==> src/rtl/cmd_mem_loader.sv <==
// cmd_mem_loader: packs MEM_TO_CMD host words per command and writes them to sequential command addresses, holding the core in reset meanwhile
// Ports:
//   clk, reset (async, active-low)
//   load_start/load_base_addr/load_len : session request, sampled in IDLE only
//   load_abort                         : drop the session from any state
//   word_in/word_valid/word_ready      : host word stream (transfer on valid && ready)
//   cmd_write/cmd_write_addr/cmd_write_enable : command bank write port
//   proc_hold, busy, done              : core reset hold, session active, completion pulse
//   load_checksum                      : XOR of accepted words, present with CMD_LOAD_CHECKSUM_EN
module cmd_mem_loader #(
  parameter int CMD_ADDR_WIDTH = 8,
  parameter int MEM_WIDTH = 32,
  parameter int MEM_TO_CMD = 4,
  parameter int CMD_WIDTH = 128
) (
  input  logic                      clk,
  input  logic                      reset,
  input  logic                      load_start,
  input  logic [CMD_ADDR_WIDTH-1:0] load_base_addr,
  input  logic [CMD_ADDR_WIDTH:0]   load_len,
  input  logic                      load_abort,
  input  logic [MEM_WIDTH-1:0]      word_in,
  input  logic                      word_valid,
  output logic                      word_ready,
  output logic [CMD_WIDTH-1:0]      cmd_write,
  output logic [CMD_ADDR_WIDTH-1:0] cmd_write_addr,
  output logic                      cmd_write_enable,
  output logic                      proc_hold,
  output logic                      busy,
  output logic                      done
`ifdef CMD_LOAD_CHECKSUM_EN
  ,
  output logic [MEM_WIDTH-1:0]      load_checksum
`endif
);
  localparam int IW = MEM_TO_CMD > 1 ? $clog2(MEM_TO_CMD) : 1;
  localparam logic [1:0] IDLE = 2'd0, FILL = 2'd1, WRITE = 2'd2, DONE = 2'd3;
  logic [1:0] state, nxt;
  logic [IW-1:0] idx;
  logic [CMD_ADDR_WIDTH-1:0] addr;
  logic [CMD_ADDR_WIDTH:0] count, target, cnt_nxt;
  logic [CMD_WIDTH-1:0] pack, pack_nxt;
  logic start_ok, xfer, last;
  assign start_ok = state == IDLE && load_start && !load_abort;
  assign xfer = state == FILL && word_valid && word_ready && !load_abort;
  assign last = xfer && idx == IW'(MEM_TO_CMD - 1);
  assign cnt_nxt = count + 1'b1;
  // pack_nxt is the staging buffer with the incoming word dropped into slice idx;
  // cmd_write only takes it once the command is complete so the bank port never shows partial data
  always_comb begin
    pack_nxt = pack;
    for (int i = 0; i < MEM_TO_CMD; i++)
      if (idx == IW'(i)) pack_nxt[i*MEM_WIDTH +: MEM_WIDTH] = word_in;
  end
  always_comb
    nxt = load_abort    ? IDLE
        : state == IDLE  ? (start_ok ? (load_len == '0 ? DONE : FILL) : IDLE)
        : state == FILL  ? (last ? WRITE : FILL)
        : state == WRITE ? (cnt_nxt == target ? DONE : FILL)
        : IDLE;
  // outputs are decoded from the next state so they stay registered yet line up with the state they describe
  always_ff @(posedge clk or negedge reset)
    if (!reset) begin
      state <= IDLE;
      idx <= '0;
      addr <= '0;
      count <= '0;
      target <= '0;
      pack <= '0;
      word_ready <= 1'b0;
      cmd_write <= '0;
      cmd_write_addr <= '0;
      cmd_write_enable <= 1'b0;
      proc_hold <= 1'b0;
      busy <= 1'b0;
      done <= 1'b0;
    end else begin
      state <= nxt;
      word_ready <= nxt == FILL;
      cmd_write_enable <= nxt == WRITE;
      proc_hold <= nxt != IDLE;
      busy <= nxt != IDLE;
      done <= nxt == DONE;
      if (start_ok) begin
        addr <= load_base_addr;
        target <= load_len;
        count <= '0;
      end
      if (start_ok || load_abort) idx <= '0;
      else if (xfer) idx <= last ? '0 : idx + 1'b1;
      if (xfer) pack <= pack_nxt;
      if (last) begin
        cmd_write <= pack_nxt;
        cmd_write_addr <= addr;
      end
      if (state == WRITE && !load_abort) begin
        count <= cnt_nxt;
        addr <= addr + 1'b1;
      end
    end
`ifdef CMD_LOAD_CHECKSUM_EN
  always_ff @(posedge clk or negedge reset)
    if (!reset) load_checksum <= '0;
    else if (start_ok) load_checksum <= '0;
    else if (xfer) load_checksum <= load_checksum ^ word_in;
`endif
endmodule
==> config.mk <==
export PLATFORM = sky130hd
export DESIGN_NAME = cmd_mem_loader
export DESIGN_NICKNAME = d
export VERILOG_FILES = /design/src/rtl/cmd_mem_loader.sv
export SDC_FILE = /design/constraint.sdc
export NUM_CORES = 1
export LEC_CHECK = 0
export CAP_MARGIN = 20
export CORE_AREA = 10 10 155 157
export CTS_BUF_LIST = sky130_fd_sc_hd__clkbuf_2
export DETAILED_ROUTE_END_ITERATION = 10
export DIE_AREA = 0 0 165 167
export DONT_BUFFER_PORTS = 1
export PLACE_DENSITY = 0.82
export SYNTH_ARGS = -nofsm -noshare
export SYNTH_HDL_FRONTEND = slang
export SYNTH_SLANG_ARGS = --single-unit
==> constraint.sdc <==
create_clock -name clk -period 3.6 [get_ports clk]
set_clock_uncertainty 0.05 [all_clocks]
set_input_delay 0.72 -clock clk [delete_from_list [all_inputs] [get_ports clk]]
set_output_delay 0.72 -clock clk [all_outputs]
set_load 0.05 [all_outputs]
Word level (Yosys, flattened, before mapping)
Cells that the tools add are included.

Bits of input ports: 54. Register bits after elaboration: 298.

Reduce and logical (&&, ||, !) cells: 15. $add $sub $neg: 3. Mux-type cells: 19. Equality and inequality tests: 9.

Operators by type and width (count): two-way mux 32 bit (4); two-way mux 2 bit (11); two-way mux 9 bit (2); two-way mux 8 bit (2); == test 2 bit (second input constant) (5); adder 9 x 1 -> 9 bit (second input constant) (1); == test 9 bit (1); logical NOT 9 bit (1); adder 8 x 1 -> 8 bit (second input constant) (1); logical AND 1 bit (7); == test 2 x 1 -> 1 bit (second input constant) (3); nonzero test 2 bit (3); logical NOT 2 bit (2); adder 2 x 1 -> 2 bit (second input constant) (1); logical NOT 1 bit (1); logical OR 1 bit (1).

Longest topological paths before layout
Word-level depth: 10. Mapped depth: 9.

Worst setup path after synthesis
Ideal clock, no wire load.

Path kind: register -> register. From: register word_ready. To: register cmd_write[61]. Path slack: 1.716 ns. Data required time: 3.418 ns. Path buffers: 3. Arrival: 1.702 ns. Library setup time: 0.132 ns. Cell stages (with the launch flop): 9. Period minus slack after synthesis: 1.884 ns. Cells stage by stage: dfrtp_1 -> nand4b_1 -> nor2_4 -> nand2_2 -> buf_6 -> buf_6 -> buf_2 -> nand2_1 -> o21ai_1.

Longest elaborated chain between the ends: 3.

Ends and longest elaborated chain: start, declared (line 24) `output logic word_ready,`; start signal, assigned (line 70) `word_ready <= 1'b0;`; start signal, assigned (line 79) `word_ready <= nxt == FILL;`; logical AND 1 bit (2 in series) (line 45) `assign xfer = state == FILL && word_valid && word_ready && !load_abort;`; logical AND 1 bit (line 46) `assign last = xfer && idx == IW'(MEM_TO_CMD - 1);`; end signal, assigned (line 93) `cmd_write <= pack_nxt;`; end, declared (line 25) `output logic [CMD_WIDTH-1:0] cmd_write,`.

No other way between the ends. A chain may end at the register's enable or synchronous reset.

Worst setup path in the final report
From: register word_ready. To: register cmd_write[119].

Same word-level chain as after synthesis.

==> flow_summary.yaml <==
setup_path:
  slowest_stage: "inv_2"
  crit_chain: "nand4b_1, nor2_4, nand2_8, inv_2, nand2_1, nand2_1"
  critPathKind: "reg -> reg"
  end_kind: "register"
  cp_slowest_stage_delay_ns: 0.77
  path_delay_family: "simple AND/OR/NAND/NOR gates"
  cp.required_ns: 4.23
  crit_path_start_kind: "register"
  critical_path.most_common_cell: "nand2_1"
  arrival_ns: 3.40
  critPathMaxFanout: 102
  critPathBufInv: 1
layout:
  syn_to_final_growth_pct: 9.843
  fin_cells: 1387
  fill_cells: 1712
  drive_above_1_share_pct: 18.47
  finalInstanceArea_um2: 12520
  nets: 1130
synthesis:
  yosys_warnings: 0
  yosysMostFrequentCell: "dfrtp_1"
  synth_common_cells: "dfrtp_1, nand2_1, mux2i_1"
  synth_ff_type: "dfrtp_1"
  synth.distinct_cells: 48
  postSynth.asyncResetShare_pct: 100.0
  ys_top_cells_by_area: "dfrtp_1, mux2i_1, nand2_1"
  synth_edf_count: 0
  syn_area_um2: 11400
  synth.yosys.seq_area_share_pct: 58.38
  synth-seq-cells: 266
  synth_top_area_share_pct: 58.38
  yosys.area.top_type: "dfrtp_1"
  synth_cells: 1008
  mappedNetlistNets: 1068
  avgSynthCellArea_um2: 11.31
sta:
  rsz0062_at_grt: "false"
  worstMarginPinSlew_ns: 1.024
  fin_setup_tns_ns: 0
  fin_crit_sh_pct: 76.80
  fmax_ghz: 0.3617
  finalHoldViolCount: 266
  drv_slew: 0
  setup_violations: 0
  max-slew-margin-rel_pct: 31.52
  whs_ns: -0.4011
  post-route-min-period_ns: 2.765
drt:
  viasPerCell: 5.521
  ant_nets: 0
  vias: 7658
  wire_per_inst_um: 19.58
  drt-pass1-iter-count: 4
  routed_wl_um: 27150
  drc_errors: 0
  drtIter0Drc: 616
run_status:
  status: "finished, violations left"
  violations: "negative hold slack"
global_routing:
  first_global_vias: 8102
  track_usage_pct: 19.49
  gr-total-overflow: 0
  grt_max_degree: 267
  grt_pass1_wl_um: 43510
  antenna_found_initial: 2
clock_tree:
  cts_repair_resize_count: 0
  clock_path_buffers: 3
  insertion_delay_ns: 0.79
  ctsHoldBuffers: 49
  cts_tree: "yes"
  htreeDepth: 3
  cts_root_buf: "clkbuf_2"
  path_clk_slew_ns: 0.10
  postCtsSetupRepairBufs: 0
  cts.sink_count: 266
  cts_made_buffers: 68
job:
  max_cap_violations: 0
power_and_ir_drop:
  power_density_nw_per_um2: 435.0
  seqPwrFrac_pct: 59.1
  comb_power_share_pct: 5.4
  switching_share_pct: 25.23
  internal_power_uw: 4073
  clock_power_share_pct: 35.5
  leakage_uw: 0.006184
  switchingPower_uw: 1375
  p_total_uw: 5448
  ir_drop_uv: 267.6
placement:
  placed_cell_area_um2: 11460
  dp.cells: 1226
  port_buffers: 0
  finalWeightedCongestion: 0.8081
  place_hpwl_um: 15940
die:
  core_um2: 20820
  placementRows: 53
  io_pins: 195
  die_w_um: 165
  fp.dieH_um: 167
  initial_core_util_pct: 54.76
  die-area_um2: 27560
min_path:
  hold_path_class: "in -> async"
[kinds of logic after synthesis]
logic type / synth area share, %
compound gates: 7.144
flops: 58.38
xor+xnor: 0.7681
fa+ha+maj: 0.6584
simple gates: 11.34
buf+inv: 3.457
mux: 18.26
[metrics by stage]
stage          setup WS, ns  util, %
2_1_floorplan         1.716        -
3_3_place_gp         0.9249    55.06
3_5_place_dp         0.8310    55.06
4_1_cts              0.7994    60.12
5_1_grt              0.6185    60.15
6_report             0.8352    60.15
[layer usage]
layer | up-vias | share of wire [%] | track usage (%)
met5 | - | 0 | 0
met4 | 0 | 2.1 | 7.897
met3 | 48 | 10 | 7.717
met2 | 254 | 47 | 30.50
met1 | 3766 | 40 | 23.45
li1 | 3590 | - | -
[layout by cell type, fill, tap and decap left out, drive strengths merged, types with 2 or more instances in the layout]
master	count
and3	5
buf	7
a21oi	5
o31ai	2
a311oi	4
a211oi	6
clkinv	9
dfrtp	266
xnor2	5
nand2b	4
o21ai	111
mux2	96
nor2	25
mux2i	100
o21bai	3
dlygate4sd3	49
xor2	5
a21o	2
nand3	6
nand2	259
clkbuf	97
ha	6
inv	7
a31oi	4
nand4	8
nor3	4
diode	2
[sequential cells by signal (all words and copies together), names as in the netlist]
| signal | count |
|---|---|
| target | 9 |
| done | 1 |
| cmd_write_enable | 1 |
| cmd_write_addr | 8 |
| count | 9 |
| pack | 96 |
| idx | 2 |
| cmd_write | 128 |
| state | 2 |
| word_ready | 1 |
| busy | 1 |
| addr | 8 |
[final cells by class]
cell class                 instances  area (µm²)  share of cell area, %
inverter                           5       18.77                 0.1499
sequential                       266        6656                  53.15
clock buffer                      97       485.5                  3.876
clock inverter                    13       78.83                 0.6294
antenna                            2       5.005                0.03996
tap                              275       344.1                  2.747
timing repair buffer              56       555.5                  4.436
multi-input combinational        673        4380                  34.98
[final timing paths]
path | from | to | slack (ns) | depth (start not counted)
max | word_ready | cmd_write[119] | 0.84 | 6
min | reset | cmd_write[17] | -0.40 | 0
max reg2reg | word_ready | cmd_write[119] | 0.84 | 6
min reg2reg | pack[72] | pack[72] | 0.45 | 1
max in group asynchronous | reset | pack[66] | 3.51 | 0
min in group clk | word_in[25] | pack[89] | 0.08 | 1
[power groups by stage]
stage	combinational (µW)	sequential, µW	clock (µW)
after floorplan	210	3240	0
after global placement	217	3260	0
after detailed placement	231	3270	0
after CTS	293	3210	2010
after global routing	328	3230	2180
final	294	3220	1940
Power figures use the tool's default switching activity.
==> edit: new RTL, same flow settings <==
Build with the macro `CMD_LOAD_CHECKSUM_EN` defined.
--- a/src/rtl/cmd_mem_loader.sv
+++ b/src/rtl/cmd_mem_loader.sv
@@ -9,2 +9,4 @@
 //   load_checksum                      : XOR of accepted words, present with CMD_LOAD_CHECKSUM_EN
+`define CMD_LOAD_CHECKSUM_EN
+
 module cmd_mem_loader #(
Function (old outputs only; new: load_checksum): no difference found for any inputs over 4 cycles, from zero or initial values and one cycle with reset low; that may be too few to reach the edited logic, so the function may still have changed.
==> edit against the original RTL <==
The flow still finishes with violations (hold timing); routed wire length rose by 14%; synthesized area grew 11%; total power rose by 21%; sequential cell count is 32 higher; worst hold slack got worse by 0.037 ns; largest cell class unchanged; worst setup slack improved by 0.27 ns; final cell count is 11% higher; critical path depth down 6; final area up 12%; utilization rose by 7.0 points; largest power group unchanged.
==> edit: results (changes against the original RTL) <==
[status]
failed_checks = hold timing
status = complete, but fails checks

[critical_path]
rr_endpoint = cmd_write[119]
cp.arrival_ns = 1.73  ; -1.67 ns
cp_max_fo = 2  ; -98%
regToRegSetupSlack_ns = 1.14  ; +0.30 ns

[global_routing]
use_met1_pct = 27.5  ; +4.1 points
grt_usage_pct = 22.4  ; +2.9 points
gr-usage-met2_pct = 35.8  ; +5.3 points
grt_pass1_wl_um = 49300  ; +13%
antenna_found_initial = 1  ; -1
grt_use_met3_pct = 8.51  ; +0.79 points
grt_max_degree = 299  ; +12%
grt_pass1_vias = 8788  ; +8.5%

[cts]
cts_buffers = 75  ; +10%
cts-root-buf = clkbuf_2
htree_levels = 3  ; unchanged
cts_hold_buffers = 51  ; +4.1%

[synthesis]
syn_nets = 1198  ; +12%
synthFlopType = dfrtp_1
synth_common_cells = dfrtp_1, nand2_1, o21ai_0
ys_types = 47  ; -2.1%
yosys-top-cells-area = dfrtp_1, nand2_1, mux2_1, mux2i_1, o21ai_0
yosysSeqAreaShare_pct = 58.7  ; +0.36 points
synth_warnings = 0  ; unchanged

[timing]
hold_viol_final = 298  ; +12%
maxSlewHeadroom_pct = 38.2  ; +6.7 points
whs_ns = -0.438  ; -0.0371 ns

[final_layout]
biggestRegsByFlops = cmd_write (128), pack (96), load_checksum (32)
nFillCells = 1591  ; -7.1%
drive_gt1_share_pct = 11.3  ; -7.2 points
nets = 1266  ; +12%

[drt]
via_count = 8533  ; +11%
drt_iter0_markers = 755  ; +23%
routed_wl_um = 31000  ; +14%

[placement]
place_congestion = 0.817  ; +1.1%
hpwl_um = 18800  ; +18%

[pwr]
peakVddDrop_mv = 0.283  ; +5.9%

edit: cell count changes after synthesis, moves of 32 or more:
cell / before / now
dfrtp_1: 266 / 298
mux2_1: 14 / 90
mux2_2: 82 / 6
nor2_1: 24 / 61
o21ai_0: 78 / 111
o21ai_1: 32 / 0
edit: worst max path at each step:
| stage | cells past startpoint | slack (ns) | end | startpoint |
|---|---|---|---|---|
| floorplan | 7 | 1.34 | word_ready | load_abort |
| global placement | 4 | 1.29 | pack[46] | word_ready |
| detailed placement | 4 | 1.21 | pack[41] | word_ready |
| CTS | 0 | 1.01 | proc_hold | busy |
| global route | 0 | 1.00 | proc_hold | busy |
| finish | 0 | 1.10 | proc_hold | busy |
edit: metrics by stage:
step           hold WS, ns  instance area [sq um]  instances
5_1_grt             -0.536                  14000       1534
3_5_place_dp         0.386                  12800       1353
2_1_floorplan        0.374                  12700       1138
3_3_place_gp         0.391                  12800       1353
4_1_cts             -0.550                  14000       1532
6_report            -0.438                  14000       1534
edit: area by class of cell:
| type | count | share of cell area, % |
|---|---|---|
| clock buffers | 105 | 3.76 |
| flip-flops and latches | 298 | 53.4 |
| multi-input cells | 765 | 34.8 |
| inverters | 5 | 0.134 |
| well taps | 275 | 2.46 |
| repair buffers | 61 | 4.28 |
| diodes | 2 | 0.0358 |
| clock inverters | 23 | 1.20 |
edit: kinds of logic (layout without fill, tap and decap cells):
group,Yosys count,in the layout,share of synthesized area (%)
xor+xnor,45,45,3.10
mux,195,195,16.3
fa+ha+maj,6,6,0.591
buf+inv,75,194,3.08
compound gates,130,130,5.55
other cells,0,2,0
simple gates,389,389,12.6
flops,298,298,58.7
edit: routing by layer:
layer  up-vias  part of all wire, %
li1       3977                    -
met1      4240                   40
met2       272                   49
met3        44                  9.7
met4         0                  1.6
met5         -                    0
edit: power by group:
group	switching, mW	internal (mW)
clock network	1.32	0.995
registers	0.280	3.57
logic	0.220	0.236
total	1.82	4.80
